### config.mk
export PLATFORM = sky130hd
export DESIGN_NAME = key_out_fifo
export DESIGN_NICKNAME = d
export VERILOG_FILES = /design/src/rtl/key_out_fifo.sv
export SDC_FILE = /design/constraint.sdc
export NUM_CORES = 2
export LEC_CHECK = 0
export CORE_MARGIN = 5
export CORE_UTILIZATION = 35
export DETAILED_ROUTE_END_ITERATION = 12
export GPL_TIMING_DRIVEN = 0
export PLACE_DENSITY_LB_ADDON = 0.2
export REMOVE_ABC_BUFFERS = 1
export SLEW_MARGIN = 20
export SYNTH_ARGS = -nofsm -noshare
export SYNTH_HDL_FRONTEND = slang
export SYNTH_SLANG_ARGS = --single-unit
export TNS_END_PERCENT = 5
### constraint.sdc
create_clock -name i_clk -period 6.6 [get_ports i_clk]
set_input_delay 0.66 -clock i_clk [delete_from_list [all_inputs] [get_ports i_clk]]
set_output_delay 0.66 -clock i_clk [all_outputs]
set_load 0.05 [all_outputs]
### src/rtl/key_out_fifo.sv
// key_out_fifo: output queue between the keypoint buffer and the descriptor stage.
// Accepts non-empty keypoints popped from the buffer head and tags frame boundaries.
// It counts the keypoints in each frame and keeps a sticky flag when an entry is lost.
// The read side is first-word-fallthrough behind a valid/ready handshake.
module key_out_fifo #(
   parameter int DEPTH = 64,
   parameter int AW    = 6
) (
   input  logic        i_clk,
   input  logic        i_rst,
   input  logic        i_hit,
   input  logic [11:0] i_sin,
   input  logic [11:0] i_cos,
   input  logic [9:0]  i_coor_x,
   input  logic [9:0]  i_coor_y,
   input  logic [7:0]  i_score,
   input  logic        i_frame_end,
   input  logic        i_ready,
   output logic        o_valid,
   output logic [11:0] o_sin,
   output logic [11:0] o_cos,
   output logic [9:0]  o_coor_x,
   output logic [9:0]  o_coor_y,
   output logic [7:0]  o_score,
   output logic        o_last,
   output logic [9:0]  o_frame_keys,
   output logic        o_full,
   output logic        o_empty,
   output logic        o_drop
);

   localparam int          EW         = 53;
   localparam logic [AW:0] L_DEPTH    = (AW+1)'(DEPTH);
   localparam logic [AW:0] L_DEPTH_M1 = (AW+1)'(DEPTH - 1);
   localparam logic [AW:0] L_ONE      = (AW+1)'(1);
   localparam logic [9:0]  L_KEYS_MAX = 10'd1023;

   logic [EW-1:0] r_mem [DEPTH];
   logic [AW-1:0] r_rd_ptr;
   logic [AW-1:0] r_wr_ptr;
   logic [AW:0]   r_count;
   logic [9:0]    r_frame_cnt;
   logic [9:0]    r_frame_keys;
   logic          r_drop;

   logic          w_key_ok;
   logic          w_key_acc;
   logic          w_key_drop;
   logic          w_mark_acc;
   logic          w_mark_drop;
   logic          w_push;
   logic          w_pop;
   logic [EW-1:0] w_wr_data;
   logic [EW-1:0] w_head;
   logic [10:0]   w_keys_sum;

   // A key only goes in while the last slot is still free, so the frame marker
   // always has room. All space checks use the registered count, which means
   // a same-cycle pop never makes room for a push.
   assign w_key_ok    = i_hit && (i_score != 8'd0);
   assign w_key_acc   = w_key_ok && (r_count < L_DEPTH_M1);
   assign w_key_drop  = w_key_ok && !(r_count < L_DEPTH_M1);
   assign w_mark_acc  = i_frame_end && !w_key_acc && (r_count < L_DEPTH);
   assign w_mark_drop = i_frame_end && !w_key_acc && !(r_count < L_DEPTH);
   assign w_push      = w_key_acc || w_mark_acc;
   assign w_pop       = (r_count != '0) && i_ready;

   // When a key arrives on the frame-end cycle, the key carries last=1 and no separate marker is written.
   assign w_wr_data   = w_key_acc ? {i_frame_end, i_sin, i_cos, i_coor_x, i_coor_y, i_score}
                                  : {1'b1, 52'd0};

   assign w_keys_sum  = {1'b0, r_frame_cnt} + {10'd0, w_key_acc};

   assign w_head       = r_mem[r_rd_ptr];
   assign o_last       = w_head[52];
   assign o_sin        = w_head[51:40];
   assign o_cos        = w_head[39:28];
   assign o_coor_x     = w_head[27:18];
   assign o_coor_y     = w_head[17:8];
   assign o_score      = w_head[7:0];
   assign o_valid      = (r_count != '0);
   assign o_empty      = (r_count == '0);
   assign o_full       = (r_count == L_DEPTH);
   assign o_frame_keys = r_frame_keys;
   assign o_drop       = r_drop;

   // Entry storage; contents survive reset because the pointers define validity.
   always_ff @(posedge i_clk) begin
      if (w_push) begin
         r_mem[r_wr_ptr] <= w_wr_data;
      end
   end

   // Pointers and occupancy; pointers wrap naturally at DEPTH.
   always_ff @(posedge i_clk) begin
      if (i_rst) begin
         r_rd_ptr <= '0;
         r_wr_ptr <= '0;
         r_count  <= '0;
      end else begin
         if (w_push) begin
            r_wr_ptr <= r_wr_ptr + 1'b1;
         end
         if (w_pop) begin
            r_rd_ptr <= r_rd_ptr + 1'b1;
         end
         case ({w_push, w_pop})
            2'b10:   r_count <= r_count + L_ONE;
            2'b01:   r_count <= r_count - L_ONE;
            default: r_count <= r_count;
         endcase
      end
   end

   // Per-frame keypoint count, latched into o_frame_keys at frame end (saturating).
   always_ff @(posedge i_clk) begin
      if (i_rst) begin
         r_frame_cnt  <= '0;
         r_frame_keys <= '0;
      end else if (i_frame_end) begin
         r_frame_cnt  <= '0;
         r_frame_keys <= w_keys_sum[10] ? L_KEYS_MAX : w_keys_sum[9:0];
      end else if (w_key_acc && (r_frame_cnt != L_KEYS_MAX)) begin
         r_frame_cnt  <= r_frame_cnt + 10'd1;
      end
   end

   // Sticky loss flag for any key or marker that found no room.
   always_ff @(posedge i_clk) begin
      if (i_rst) begin
         r_drop <= 1'b0;
      end else if (w_key_drop || w_mark_drop) begin
         r_drop <= 1'b1;
      end
   end

endmodule
==> impl_results.md <==
* Outcome: finished, final reports clean
* Grt total ovfl at 0
* Vias in the first global route at 67.5k
* Initial Util at 35.1%
* Cell Pwr Density at 341 nW/µm²
* Fin crit share at 95.4%
* Reg2reg end: r_mem[24][28]
* Hold Startpoint: i_rst
* WS Path Type: flip-flop to output pin
* Layout cell share with drive strength beyond 1 at 27.9%
* Drt first-iter violations at 8404
* Fillers at 32.2k
* Global-route wire length before repair at 536000 µm
* Final Slew Violations at 0
* Worst vdd ir at 0.296 mV
* DP Cell Count at 11.2k
* Dpl hpwl at 258000 µm
* Synth area leader: edfxtp_1
* Combinational share of power at 18.8%
* Synthesized area at 132000 µm²
* Period minus WS final at 6.30 ns
* Max Buffers Root-to-Sink at 4
* Clock Power Share at 35.4%
* H-tree depth at 5
* Final layout net count at 6637
* TNS Setup at 0 ns
* Upper clock frequency limit at 159 MHz
* Clock skew at 0.0447 ns
* CP endpoint kind: output pin
* Synth unique cells at 58
* Final hold violations at 0
* Maximum capacitance violations at 0
* Reg2reg start: r_count[2]
* Core Footprint at 375000 µm²
* Seq cells post-synth at 3438
* Worst Hold Path EP: r_count[1]
* Non-filler instance count after layout at 11.9k
* Top post-synthesis cells by count: edfxtp_1 (3392), mux4_2 (767), mux2i_1 (171), clkbuf_1 (161), o22ai_1 (147)
* Sequential share of power at 45.8%
* Max stage delay on crit path at 0.94 ns
* Seq/Total Area, Yosys at 78.1%
* NetSw at 13.9 mW
* Worst reg2reg path depth at 8
* Multi-input logic area at 27600 µm²
* Drt wl/cell at 32.6 µm
* Static Leak at 48.3 nW
* Slew @ Worst Pin at 1.13 ns
* Top Ports at 124
* Net Sw Frac at 25.7%
* Worst Path Max Fanout at 46
* Data arrival, critical path at 5.64 ns
* Hold Slack at 0.240 ns
* Clock Root Buffer: clkbuf_16
* Die Wd at 623 µm
* Die height at 623 µm
* Reg2Reg Setup Slack at 2.36 ns
* Synth Flop Type: edfxtp_1
* Unrepaired setup endpoints after global routing: false
* Asr flop ratio synth at 0%
* Hold Path Cell Cnt at 2
* Rows at 225
* Critical-path top delay cell: clkdlybuf4s50_1
* Slew HR at 24.7%
* Drt first pass iters at 5
* Mapped Cells at 6000
* Worst hold path class: input port to flip-flop
* DRC at 0
* Mean Syn Cell Area at 21.9 µm²
* Share of the synthesized area in the top cell type at 77.4%
* ANT nets after route at 0
* Count leader, synth: edfxtp_1
* Top cells by area, synth: edfxtp_1 (77%), mux4_2 (13%), mux2i_1 (1.3%)
* Die area at 388000 µm²
* CP dominant cell by count: buf_12
* Int Pwr at 40.2 mW
* Clk_lat worst skew at 0.93 ns
* Vias per cell at 5.60
* Register area at 103000 µm²
* Tot GR Track Use at 19.5%
* Cts bufs inserted at 361
* Initial antenna violation count at 15
* Synthesis Warnings at 0
* Clk slew on worst S/H paths at 0.06 ns
* Total routed wirelength at 386000 µm
* P&R area growth vs syn at 20.7%
* Worst setup SP type: flip-flop
* Largest net degree at the start of global routing at 57
* Critical Path RT at 5.94 ns
* CTS Sinks at 3438
* DR vias at 66.4k
* CTS tree: built
* Routability cong. at 0.705
* I/O Buffers at 123
* Final setup violation count at 0
* Number of flops mapped to enable cells by yosys at 3392
* # hold bufs at CTS at 0
* Critical Path, Cell by Cell: buf_16 > buf_12 > buf_16 > buf_12 > nand2b_4 > buf_12 > o21ai_0 > a211oi_1 > o31ai_1 > nor3_1 > clkdlybuf4s50_1
[worst max-delay path, delay by kind of cell, from the launching register on]
kind                   cells  cell delay [ns]
and+or+nand+nor            2             0.94
DFF                        1             0.71
buffers and inverters      6             2.30
AOI/OAI and AO/OA          3             0.57
[routing by layer]
metal	vias up	share of wire [%]	GRT usage (%)
li1	26700	-	-
met1	36400	45	29.5
met2	2777	45	29.6
met3	528	7.1	2.91
met4	0	2.6	4.68
met5	-	0	0
[area by class of cell]
type / count / area share (%)
clock inverters: 190 / 0.856
flip-flops and latches: 3438 / 64.7
diodes: 6 / 0.00945
well taps: 4994 / 3.93
multi-input cells: 2189 / 17.3
inverters: 14 / 0.0331
repair buffers: 568 / 7.09
clock buffers: 458 / 6.03
[stage by stage]
stage	instance area (µm²)	setup WS, ns	power (mW)	util [%]
after floorplan	130000	-31.75	32.0	-
after global placement	137000	-75.20	32.7	36.6
after detailed placement	148000	0.806	35.6	39.4
after CTS	159000	0.0126	54.8	42.3
after global routing	159000	0.0205	56.2	42.3
final	159000	0.301	54.1	42.3
[worst max-delay path by stage]
stage	cells after the start	end	slack (ns)	startpoint
floorplan	4	o_sin[8]	-31.75	flip-flop
global placement	5	o_sin[9]	-75.20	flip-flop
detailed placement	10	o_coor_y[9]	0.81	flip-flop
CTS	11	o_cos[9]	0.01	flip-flop
global route	11	o_cos[9]	0.02	flip-flop
finish	11	o_cos[5]	0.30	flip-flop
[power by group through the flow]
stage	Clock, mW	Combinational, mW	Sequential (mW)
after detailed placement	0	10.3	25.2
after CTS	19.6	10.4	24.8
after global placement	0	6.93	25.8
after floorplan	0	6.34	25.7
final	19.2	10.2	24.8
after global routing	20.5	10.9	24.8
[flip-flops by register name, indices dropped and copies added, names as in the netlist, named ones only]
signal	cells
o_drop	1
o_frame_keys	10
r_count	7
r_frame_cnt	10
r_mem	3392
r_rd_ptr	6
r_wr_ptr	6
[cells in the final DEF, fill, tap and decap left out, drive strengths merged, types with 55 or more instances in the layout]
cell type	count
a22oi	90
nand4	86
clkbuf	458
edfxtp	3392
mux4	767
nor2	134
nand3	93
clkinv	158
nand2	125
and2	56
nor2b	55
mux2i	171
o221ai	79
a211oi	59
clkdlybuf4s50	119
o22ai	147
buf	446
mux2	64
[cell families (layout without fill, tap and decap cells)]
family / after synthesis / in the layout / synth area share, %
compound gates: 463 / 463 / 2.52
xor+xnor: 24 / 24 / 0.160
fa+ha+maj: 8 / 8 / 0.0760
buf+inv: 373 / 1230 / 1.51
flops: 3438 / 3438 / 78.1
mux: 1002 / 1002 / 15.0
other cells: 0 / 6 / 0
simple gates: 692 / 692 / 2.70
[what timing repair did]
item,CTS,global route
buffers inserted,0,0
resized for setup,2,5
endpoints found under the setup margin,2,5
Power figures use the tool's default switching activity.
